## config.mk

```make
export PLATFORM = sky130hd
export DESIGN_NAME = tug_referee
export DESIGN_NICKNAME = d
export VERILOG_FILES = /design/src/rtl/tug_pkg.sv /design/src/rtl/tug_lfsr.sv /design/src/rtl/tug_referee.sv
export SDC_FILE = /design/constraint.sdc
export NUM_CORES = 1
export LEC_CHECK = 0
export BUFFER_PORTS_ARGS = -buffer_cell sky130_fd_sc_hd__buf_2
export CAP_MARGIN = 25
export CORE_UTILIZATION = 46
export CTS_CLUSTER_DIAMETER = 40
export DETAILED_ROUTE_END_ITERATION = 8
export MAX_ROUTING_LAYER = met4
export PLACE_DENSITY = 0.76
export SYNTH_ARGS = -nofsm -noshare
export SYNTH_HDL_FRONTEND = slang
export SYNTH_SLANG_ARGS = --single-unit
```

## constraint.sdc

```tcl
create_clock -name clk_i -period 2.6 [get_ports clk_i]
set_input_delay 0.13 -clock clk_i [delete_from_list [all_inputs] [get_ports clk_i]]
set_output_delay 0.13 -clock clk_i [all_outputs]
set_load 0.02 [all_outputs]
```

## src/rtl/tug_pkg.sv

```systemverilog
// tug_pkg: shared state, winner codes and LFSR constants for the tug-of-war referee.
package tug_pkg;
    typedef enum logic [1:0] {CLR, PLAY, WIN, OVER} state_e;
    localparam logic [1:0] WIN_NONE = 2'b00;
    localparam logic [1:0] WIN_L    = 2'b10;
    localparam logic [1:0] WIN_R    = 2'b01;
    // x^10 + x^7 + 1: bits 9 and 6 feed back, maximal length so the register never clears
    localparam logic [9:0] LFSR_TAPS = 10'b10_0100_0000;
    localparam logic [9:0] LFSR_SEED = '1;
endpackage

```

## src/rtl/tug_lfsr.sv

```systemverilog
// tug_lfsr: Fibonacci LFSR shifting toward the MSB, feedback is the XOR of the tapped bits.
module tug_lfsr import tug_pkg::*; #(
    parameter int           W    = 10,
    parameter logic [W-1:0] TAPS = W'(LFSR_TAPS),
    parameter logic [W-1:0] SEED = W'(LFSR_SEED)
) (
    input  logic         clk_i,
    input  logic         reset_i,
    input  logic         en_i,
    output logic [W-1:0] q_o
);
    logic [W-1:0] q_q, q_d;
    always_comb q_d = en_i ? {q_q[W-2:0], ^(q_q & TAPS)} : q_q;
    always_ff @(posedge clk_i or posedge reset_i)
        if (reset_i) q_q <= SEED;
        else         q_q <= q_d;
    assign q_o = q_q;
endmodule

```

## src/rtl/tug_referee.sv

```systemverilog
// tug_referee: turns player/computer presses into chain pulls, detects edge wins,
// keeps score and sequences round reset, winner hold and game over.
module tug_referee import tug_pkg::*; #(
    parameter int NUM_LIGHTS  = 9,
    parameter int SCORE_W     = 3,
    parameter int LFSR_W      = 10,
    parameter int HOLD_CYCLES = 4
) (
    input  logic                  clk_i,
    input  logic                  reset_i,
    input  logic                  key_player_i,
    input  logic [LFSR_W-1:0]     cpu_thresh_i,
    input  logic [NUM_LIGHTS-1:0] lights_i,
    output logic                  pull_l_o,
    output logic                  pull_r_o,
    output logic                  round_reset_o,
    output logic [1:0]            winner_o,
    output logic [SCORE_W-1:0]    score_l_o,
    output logic [SCORE_W-1:0]    score_r_o,
    output logic                  game_over_o
);
    localparam int HOLD_W = $clog2(HOLD_CYCLES + 1);
    localparam logic [HOLD_W-1:0]  HOLD_MAX  = HOLD_W'(HOLD_CYCLES - 1);
    localparam logic [SCORE_W-1:0] SCORE_MAX = '1;

    state_e               state_q, state_d;
    logic                 key_q, cpu_q;
    logic                 pull_l_q, pull_l_d, pull_r_q, pull_r_d;
    logic [1:0]           winner_q, winner_d;
    logic [SCORE_W-1:0]   score_l_q, score_l_d, score_r_q, score_r_d;
    logic [SCORE_W-1:0]   score_l_inc, score_r_inc;
    logic [HOLD_W-1:0]    hold_q, hold_d;
    logic [LFSR_W-1:0]    lfsr;
    logic                 cpu_lvl, press_l, press_r;
    logic                 lights_unused;

    // only the edge lights matter; the chain itself guarantees the rest
    assign lights_unused = ^lights_i[NUM_LIGHTS-2:1];

    tug_lfsr #(
        .W    (LFSR_W),
        .TAPS (LFSR_W'(LFSR_TAPS)),
        .SEED (LFSR_W'(LFSR_SEED))
    ) u_lfsr (
        .clk_i   (clk_i),
        .reset_i (reset_i),
        .en_i    (1'b1),
        .q_o     (lfsr)
    );

    always_comb begin
        cpu_lvl     = lfsr < cpu_thresh_i;
        press_l     = key_player_i & ~key_q;
        press_r     = cpu_lvl & ~cpu_q;
        score_l_inc = (score_l_q == SCORE_MAX) ? SCORE_MAX : score_l_q + 1'b1;
        score_r_inc = (score_r_q == SCORE_MAX) ? SCORE_MAX : score_r_q + 1'b1;
        state_d     = state_q;
        pull_l_d    = 1'b0;
        pull_r_d    = 1'b0;
        winner_d    = winner_q;
        score_l_d   = score_l_q;
        score_r_d   = score_r_q;
        hold_d      = hold_q;
        case (state_q)
            CLR: begin
                state_d  = PLAY;
                winner_d = WIN_NONE;
                hold_d   = '0;
            end
            PLAY: begin
                // simultaneous presses cancel out
                if (press_l && !press_r) begin
                    if (lights_i[NUM_LIGHTS-1]) begin
                        winner_d  = WIN_L;
                        score_l_d = score_l_inc;
                        state_d   = WIN;
                    end else begin
                        pull_l_d = 1'b1;
                    end
                end else if (press_r && !press_l) begin
                    if (lights_i[0]) begin
                        winner_d  = WIN_R;
                        score_r_d = score_r_inc;
                        state_d   = WIN;
                    end else begin
                        pull_r_d = 1'b1;
                    end
                end
            end
            WIN: begin
                if (hold_q == HOLD_MAX) begin
                    hold_d  = '0;
                    state_d = (score_l_q == SCORE_MAX || score_r_q == SCORE_MAX) ? OVER : CLR;
                end else begin
                    hold_d = hold_q + 1'b1;
                end
            end
            OVER: state_d = OVER;
            default: state_d = CLR;
        endcase
    end

    always_ff @(posedge clk_i or posedge reset_i) begin
        if (reset_i) begin
            state_q   <= CLR;
            key_q     <= 1'b0;
            cpu_q     <= 1'b0;
            pull_l_q  <= 1'b0;
            pull_r_q  <= 1'b0;
            winner_q  <= WIN_NONE;
            score_l_q <= '0;
            score_r_q <= '0;
            hold_q    <= '0;
        end else begin
            state_q   <= state_d;
            key_q     <= key_player_i;
            cpu_q     <= cpu_lvl;
            pull_l_q  <= pull_l_d;
            pull_r_q  <= pull_r_d;
            winner_q  <= winner_d;
            score_l_q <= score_l_d;
            score_r_q <= score_r_d;
            hold_q    <= hold_d;
        end
    end

    assign pull_l_o      = pull_l_q;
    assign pull_r_o      = pull_r_q;
    assign round_reset_o = state_q == CLR;
    assign winner_o      = winner_q;
    assign score_l_o     = score_l_q;
    assign score_r_o     = score_r_q;
    assign game_over_o   = state_q == OVER;
endmodule

```

==> results.cfg, run 1 <==
[clock_tree]
clk_latency_ns = 0.33
clk_pin_slew_worst_paths_ns = 0.15
clockBufferDepth = 2
htreeDepth = 1
numCtsBuffers = 3
cts_sinks = 27
tritoncts = built
cts_root_buf = clkbuf_4

[pwr]
p_per_area_nw_per_um2 = 613.3
p_leak_nw = 0.8857
p_total_mw = 1.058
irDropWorstVdd_mv = 0.4770

[sta]
fin_crit_ns = 2.746
slew_violations = 0
setup_slack_ns = -0.1459
grt_setup_unrepaired = true
clock_skew_ns = 0.01568
period_share = 1.056
maxSlewHeadroom = 0.6381
finalSetupTns_ns = -0.2476
finalSetupViolCount = 4
fmax_mhz = 364.2
hold_viol = 0
tightest_slew_ns = 0.5387

[run_status]
violations = negative setup slack
outcome = complete, but fails checks

[layout]
fin_nets = 202
num-fill-cells = 201
drive_gt1_frac = 0.4121
antenna_cells_inserted = 0
final_core_util = 0.6720
multiInputGateArea_sq_um = 628.1
area_growth_pct = 33.24
regArea_sq_um = 688.2

[floorplan]
core_area_sq_um = 2567
rows = 18
start_util = 0.5044
dieWidth_microns = 55.06
dieArea_sq_um = 3032
die-height_microns = 55.06
io_pins = 34

[grt]
grt_pass1_vias = 977
grt_pass1_wl_microns = 3960
grt_usage = 0.1939
antenna_found_initial = 0
grt_max_degree = 28
grt-ovfl-total = 0

[route]
drtIter0Drc = 7
antenna_left = 0
drc = 0
finalWirelength_microns = 2775
dr.pass1.iters = 4
wire_per_inst_microns = 14.23
num_vias = 1029
viasPerCell = 5.277

[critical_path]
crit_required_ns = 2.82
start_kind = register
critPathArrivalTime_ns = 2.96
slowest_delay_ns = 0.59
worstSetupPathType = reg2reg
cp_slowest_cell = dfstp_2
critPathMaxFanout = 3
path_cells = ha_4 -> a211oi_2 -> nor2_2 -> or3_4 -> or3_4 -> ha_4 -> and4bb_2 -> nand2_2 -> mux2_2
endpoint_kind = register

[placement]
dp_hpwl_microns = 1792
place_congestion = 0.7247
numPortBuffers = 26

[synth]
synthCells = 119
ys_seq_elements = 27
syn_area_per_cell_sq_um = 10.88
synthTopCellsByArea = dfrtp_1 33%, dfstp_2 20%, ha_1 14%
synth.distinct_cells = 33
ys_seq_area_frac = 0.5314
syn-num-nets = 155
yosysWarnings = 0
yosysTopAreaCell = dfrtp_1
synth_top_area_share = 0.3285
synth_area_sq_um = 1295

[min_path]
min_path_type = in2reg

[flow_run]
maxCapViolCount = 0
## cells by family (layout without fill, tap and decap cells)
kind of cell,count (synthesis),after routing,share of synthesized area
adders and majority gates,14,14,0.1353
xor gates and xnor gates,1,1,0.006765
buffers and inverters,15,61,0.04348
DFF,27,27,0.5314
muxes,3,3,0.02415
and+or+nand+nor,37,37,0.1440
AOI/OAI and AO/OA,22,22,0.1150
## sequential cells by signal, indices dropped and copies added, names as in the netlist
| signal | cells |
|---|---|
| pull_r_o | 1 |
| u_lfsr.q_o | 10 |
| winner_o | 2 |
| pull_l_o | 1 |
| hold_q | 3 |
| score_r_o | 3 |
| cpu_q | 1 |
| score_l_o | 3 |
| key_q | 1 |
| state_q | 2 |
## where the power goes
group	switching [mW]	leakage, nW	internal [mW]
Combinational	0.174	0.563	0.145
Clock	0.121	0.0177	0.0577
Sequential	0.0830	0.306	0.478
Total	0.378	0.886	0.680
## cell type report
class	count	area share
clock inverters	1	0.002901
inverters	13	0.02828
flip-flops and latches	27	0.3988
well taps	30	0.02175
multi-input cells	77	0.3640
repair buffers	44	0.1711
clock buffers	3	0.01305
## synthesized netlist by cell type
| cell type | n |
|---|---|
| nor3_1 | 2 |
| and4bb_2 | 1 |
| inv_1 | 13 |
| nand4_1 | 2 |
| o21ai_0 | 4 |
| nor2b_1 | 2 |
| dfrtp_1 | 17 |
| mux2i_1 | 2 |
| a22o_1 | 1 |
| o41ai_1 | 1 |
| xor2_1 | 1 |
| nand2b_1 | 2 |
| nor2_1 | 6 |
| or3_1 | 2 |
| a211oi_2 | 1 |
| nor3b_1 | 1 |
| nand3_1 | 4 |
| mux2_2 | 1 |
| a21oi_1 | 7 |
| o21a_1 | 1 |
| a31oi_1 | 1 |
| nand2_1 | 12 |
| o32a_1 | 1 |
| o311ai_0 | 1 |
| nor4_1 | 1 |
| dfstp_2 | 10 |
| clkbuf_1 | 2 |
| o211ai_1 | 1 |
| a31o_2 | 1 |
| and3_1 | 1 |
| ha_1 | 14 |
| and2_1 | 1 |
| a21o_1 | 2 |
## cells in the final DEF (no fill, tap or decap), types with 5 or more instances in the layout
master / n
ha_1: 12
dfstp_2: 10
a21oi_1: 7
buf_2: 26
nand2_1: 11
dfrtp_1: 17
nor2_1: 5
buf_4: 13
inv_1: 13
## timing repair
| action | 4_1_cts | 5_1_grt |
|---|---|---|
| buffers inserted | 10 | 1 |
| hold buffers | 3 | 1 |
| pin swaps | 4 | 5 |
| endpoints found under the setup margin | 6 | 12 |
| gates resized for setup | 2 | 14 |
| endpoints found under the hold margin | 3 | 19 |
## through the flow
| step | std cells | hold slack [ns] | setup WS [ns] | cell area [sq um] |
|---|---|---|---|---|
| 2_1_floorplan | 119 | 0.1614 | 0.01870 | 1297 |
| 3_3_place_gp | 176 | 0.2640 | -0.02786 | 1480 |
| 3_5_place_dp | 176 | 0.2640 | -0.07820 | 1480 |
| 4_1_cts | 193 | 0.05271 | -0.06707 | 1628 |
| 5_1_grt | 195 | 0.1259 | -0.1884 | 1725 |
| 6_report | 195 | 0.1416 | -0.1459 | 1725 |
## final timing paths
path / to / slack [ns] / from / cells after the start
worst max-delay path: score_r_o[0] / -0.15 / u_lfsr.q_o[7] / 9
worst min-delay path: score_r_o[1] / 0.14 / lights_i[0] / 3
worst max register to register: score_r_o[0] / -0.15 / u_lfsr.q_o[7] / 9
worst min register to register: u_lfsr.q_o[4] / 0.38 / u_lfsr.q_o[3] / 0
max in group asynchronous: u_lfsr.q_o[3] / 1.91 / reset_i / 4
min in group asynchronous: key_q / 0.44 / reset_i / 4
## worst max-delay path, delay by kind of cell (launching register included)
kind	cells	cell delay, ns
flops	1	0.59
fa+ha+maj	2	0.39
simple gates	5	1.18
compound gates	1	0.21
mux	1	0.27
## metal layers
layer  routed length, microns  up-vias  global-route usage
met5                        0        -                   -
met4                       51        0             0.04583
met3                      118        6             0.05464
met2                     1451       30              0.3514
met1                     1155      487              0.2080
li1                         -      506                   -
Note: power is estimated with default switching activity, not from simulation.
==> inputs of run 2 (changes only) <==
==> constraint.sdc (replaced) <==
create_clock -name clk_i -period 2.5 [get_ports clk_i]
set_input_delay 0.125 -clock clk_i [delete_from_list [all_inputs] [get_ports clk_i]]
set_output_delay 0.125 -clock clk_i [all_outputs]
set_load 0.02 [all_outputs]
==> results.cfg, run 2 (same netlist as run 1, synthesis figures left out) <==
[critical_path]
endpoint_kind = register
worstSetupPathType = reg2reg
cp_slowest_cell = dfstp_2
crit_required_ns = 2.73
crit_top_cell = ha_4
r2r-end = score_r_o[1]
rrSetupSlack_ns = -0.11
reg2regPathDepth = 11
r2r_start = u_lfsr.q_o[7]
critPathMaxFanout = 4
critPathArrivalTime_ns = 2.84
path_cells = ha_4 -> a211oi_2 -> nor2_1 -> or3_1 -> or3_4 -> ha_4 -> and4bb_2 -> nand2_2 -> buf_4 -> nand2_1 -> o21ai_1
start_kind = register
slowest_delay_ns = 0.58

[sta]
finalSetupViolCount = 4
grt_setup_unrepaired = true
period_share = 1.045
slew_violations = 0
maxSlewHeadroom = 0.6282
setup_slack_ns = -0.1117
clock_skew_ns = 0.007154
hold_viol = 0
fmax_mhz = 382.9
finalSetupTns_ns = -0.3053
fin_crit_ns = 2.612
tightest_slew_ns = 0.5571

[route]
antenna_left = 0
finalWirelength_microns = 2568
dr.pass1.iters = 4
wire_per_inst_microns = 13.59
num_vias = 1004
drc = 0
viasPerCell = 5.312
drtIter0Drc = 10

[floorplan]
dieWidth_microns = 55.06
die-height_microns = 55.06
rows = 18
core_area_sq_um = 2567
io_pins = 34
dieArea_sq_um = 3032
start_util = 0.5044

[clock_tree]
clk_latency_ns = 0.33
tritoncts = built
numCtsBuffers = 3
htreeDepth = 1
cts_sinks = 27
clockBufferDepth = 2
clk_pin_slew_worst_paths_ns = 0.15
cts_root_buf = clkbuf_4

[grt]
grt_max_degree = 28
grt_usage = 0.1939
grt_pass1_vias = 951
grt-ovfl-total = 0
antenna_found_initial = 0
grt_pass1_wl_microns = 3933

[flow_run]
maxCapViolCount = 0

[run_status]
outcome = complete, but fails checks
violations = negative setup slack

[placement]
numPortBuffers = 26
dp_hpwl_microns = 1811
place_congestion = 0.8172

[min_path]
min_to = score_r_o[2]
min_path_type = in2reg
hp-start = lights_i[0]
holdPathStages = 2

[layout]
largest_reg_flops = 10
fin_nets = 196
antenna_cells_inserted = 0
layout_commonest_cell = buf_2
drive_gt1_frac = 0.3648
mostFrequentLayoutCells = 26 x buf_2, 17 x dfrtp_1, 13 x inv_1, 12 x ha_1, 11 x nand2_1
area_growth_pct = 26.47

[pwr]
p_leak_nw = 0.8337
p_total_mw = 1.096
p_per_area_nw_per_um2 = 668.9
irDropWorstVdd_mv = 0.5513
[run 2: metrics by stage]
step                      hold slack [ns]  instance area, sq um  worst slack [ns]    util  instances
after global routing               0.1008                  1638           -0.2033  0.6379        189
after global placement             0.2502                  1490          -0.08465  0.5804        177
after detailed placement           0.2535                  1490           -0.1455  0.5804        177
final                              0.1009                  1638           -0.1117  0.6379        189
after CTS                         0.04842                  1574           -0.1248  0.6131        186
after floorplan                    0.1564                  1300          -0.04594       -        119
[run 2: per-layer routing]
metal / GRT usage / up-vias / part of all wire
met5: - / - / 0
met4: 0.08750 / 0 / 0.011
met3: 0.03005 / 4 / 0.032
met2: 0.3193 / 24 / 0.52
met1: 0.2340 / 485 / 0.44
li1: - / 491 / -
[run 2: final cells by class]
cell class,instances,area (sq um)
multi-input combinational,77,599.3
sequential,27,688.2
fill,216,929.6
clock buffer,4,26.28
inverter,13,48.80
timing repair buffer,38,237.7
tap,30,37.54
[run 2: what timing repair did]
item,in CTS,in global routing
pin swaps,2,2
hold buffers,3,1
gates resized for setup,2,7
buffers inserted,2,1
hold endpoints to repair,3,11
endpoints found under the setup margin,8,9
[run 2: critical path: cells and delay by family (launching register included)]
kind,cells,cell delay (ns)
AND/OR/NAND/NOR,6,1.19
AO/OA/AOI/OAI,2,0.24
buffers and inverters,1,0.13
flip-flops,1,0.58
adder cells (fa/ha/maj),2,0.39
[run 2: how the worst max path moves through the flow]
stage                        from      endpoint  cells past startpoint  slack, ns
detailed placement  u_lfsr.q_o[7]  score_r_o[0]                      9      -0.15
CTS                 u_lfsr.q_o[7]  score_r_o[0]                      9      -0.12
global route        u_lfsr.q_o[7]  score_r_o[1]                     11      -0.20
global placement    u_lfsr.q_o[7]  score_r_o[0]                      9      -0.08
floorplan           u_lfsr.q_o[7]  score_r_o[0]                      9      -0.05
finish              u_lfsr.q_o[7]  score_r_o[1]                     11      -0.11
[run 2: power by group]
part,internal [mW],switching [mW],total [mW]
registers,0.497,0.0832,0.580
logic,0.146,0.176,0.322
clock network,0.0626,0.131,0.193
total,0.705,0.390,1.10
==> inputs of run 3 (changes only) <==
--- a/config.mk
+++ b/config.mk
@@ -7,11 +7,13 @@
 export LEC_CHECK = 0
 export BUFFER_PORTS_ARGS = -buffer_cell sky130_fd_sc_hd__buf_2
 export CAP_MARGIN = 25
-export CORE_UTILIZATION = 46
+export CELL_PAD_IN_SITES_DETAIL_PLACEMENT = 1
+export CELL_PAD_IN_SITES_GLOBAL_PLACEMENT = 1
+export CORE_UTILIZATION = 35
 export CTS_CLUSTER_DIAMETER = 40
 export DETAILED_ROUTE_END_ITERATION = 8
 export MAX_ROUTING_LAYER = met4
-export PLACE_DENSITY = 0.76
+export PLACE_DENSITY = 0.75
 export SYNTH_ARGS = -nofsm -noshare
 export SYNTH_HDL_FRONTEND = slang
 export SYNTH_SLANG_ARGS = --single-unit
==> results.cfg, run 3 (same netlist as run 1, synthesis figures left out) <==
[run_status]
outcome = complete, but fails checks
violations = negative setup slack

[sta]
maxSlewHeadroom = 0.6462
finalSetupViolCount = 10
slew_violations = 0
clock_skew_ns = 0.003578
fin_crit_ns = 2.727
setup_slack_ns = -0.2267
tightest_slew_ns = 0.5301
hold_viol = 0
fmax_mhz = 366.7
period_share = 1.091
timing.hold.ws_ns = 0.07192
grt_setup_unrepaired = true
finalSetupTns_ns = -1.086

[pwr]
p_per_area_nw_per_um2 = 689.3
switching_share = 0.3482
power_frac_comb = 0.287
irDropWorstVdd_mv = 0.2531
intPower_mw = 0.7606
p_switching_mw = 0.4063
seqPwrFrac = 0.500
p_clk_frac = 0.213
p_leak_nw = 0.8395

[critical_path]
slowest_delay_ns = 0.57
crit_required_ns = 2.66
crit_buf_inv = 0
path_cells = ha_4 -> a211oi_2 -> nor2_1 -> or3_1 -> or3_4 -> ha_4 -> and4bb_2 -> nand2_2 -> mux2_2
critPathMaxFanout = 3
critical-path-top-delay-family = simple AND/OR/NAND/NOR gates
critPathArrivalTime_ns = 2.89
endpoint_kind = register
crit_top_cell = ha_4
cp_slowest_cell = dfstp_2
worstSetupPathType = reg2reg
start_kind = register

[layout]
mostFrequentLayoutCells = 26 x buf_2, 17 x dfrtp_1, 13 x inv_1, 12 x ha_1, 11 x nand2_1
antenna_cells_inserted = 0
area_growth_pct = 30.72
fin_nets = 195
layout_commonest_cell = buf_2
largest_reg_flops = 10
drive_gt1_frac = 0.3924

[route]
antenna_left = 0
wire_per_inst_microns = 14.57
finalWirelength_microns = 2973
num_vias = 1019
dr.pass1.iters = 4
drc = 0
drtIter0Drc = 38
viasPerCell = 4.995

[grt]
grt_usage = 0.1704
grt_max_degree = 28
antenna_found_initial = 0
grt-ovfl-total = 0
grt_pass1_vias = 1164
grt_pass1_wl_microns = 5126

[floorplan]
die-height_microns = 62.83
dieArea_sq_um = 3947
io_pins = 34
core_area_sq_um = 3442
start_util = 0.3762
dieWidth_microns = 62.83
rows = 21

[placement]
place_congestion = 0.7101
numPortBuffers = 26
dp_hpwl_microns = 2106

[clock_tree]
clk_latency_ns = 0.27
clockBufferDepth = 2
clk_pin_slew_worst_paths_ns = 0.09
htreeDepth = 1
tritoncts = built
cts_sinks = 27
numCtsBuffers = 3
cts_root_buf = clkbuf_8

[flow_run]
maxCapViolCount = 0

[min_path]
min_path_type = in2reg
-- run 3: repair_timing --
item,in CTS,in global routing
setup buffers,2,3
gates resized for setup,7,10
setup endpoints to repair,11,11
endpoints found under the hold margin,1,11
pin swaps,0,4
hold buffers,1,1
-- run 3: metrics by stage --
step                setup slack (ns)  total power, mW  instances  cell area (sq um)  utilization
floorplan                   -0.04594           0.7957        119               1300            -
global placement            -0.08852           0.8788        192               1503       0.4366
detailed placement           -0.1998           0.9051        192               1503       0.4366
CTS                          -0.1323            1.167        199               1602       0.4653
global route                 -0.3075            1.251        204               1693       0.4918
finish                       -0.2267            1.167        204               1693       0.4918
-- run 3: path summary, 6_finish.rpt --
| path | start | to | slack (ns) | cells past startpoint |
|---|---|---|---|---|
| min reg2reg | u_lfsr.q_o[0] | u_lfsr.q_o[1] | 0.37 | 0 |
| max reg2reg | u_lfsr.q_o[7] | score_r_o[0] | -0.23 | 9 |
| max | u_lfsr.q_o[7] | score_r_o[0] | -0.23 | 9 |
| min | lights_i[8] | pull_l_o | 0.07 | 2 |
| max in group asynchronous | reset_i | u_lfsr.q_o[3] | 1.51 | 4 |
| min in group asynchronous | reset_i | score_r_o[0] | 0.42 | 3 |
-- run 3: worst register-to-register path, stage by stage (launching register included) --
cell and delay [ns]:
dfstp_2 0.57, ha_4 0.21, a211oi_2 0.18, nor2_1 0.08, or3_1 0.35, or3_4 0.36, ha_4 0.18, and4bb_2 0.32
nand2_2 0.08, mux2_2 0.28
-- run 3: layout make-up --
class | instances | area, sq um
multi-input cells | 77 | 624.3
flip-flops and latches | 27 | 688.2
inverters | 13 | 48.80
clock buffers | 4 | 45.04
fillers | 399 | 1749
repair buffers | 37 | 229.0
well taps | 46 | 57.56
-- run 3: power groups by stage --
stage / Clock, mW / Sequential (mW) / Combinational [mW]
after floorplan: 0 / 0.584 / 0.212
after global placement: 0 / 0.584 / 0.295
after detailed placement: 0 / 0.591 / 0.314
after CTS: 0.258 / 0.584 / 0.325
after global routing: 0.278 / 0.598 / 0.376
final: 0.249 / 0.583 / 0.335
-- run 3: routing by layer --
metal / part of all wire / up-vias / global-route usage
li1: - / 489 / -
met1: 0.42 / 508 / 0.2021
met2: 0.54 / 18 / 0.2976
met3: 0.020 / 4 / 0.01825
met4: 0.013 / 0 / 0.06105
met5: 0 / - / -
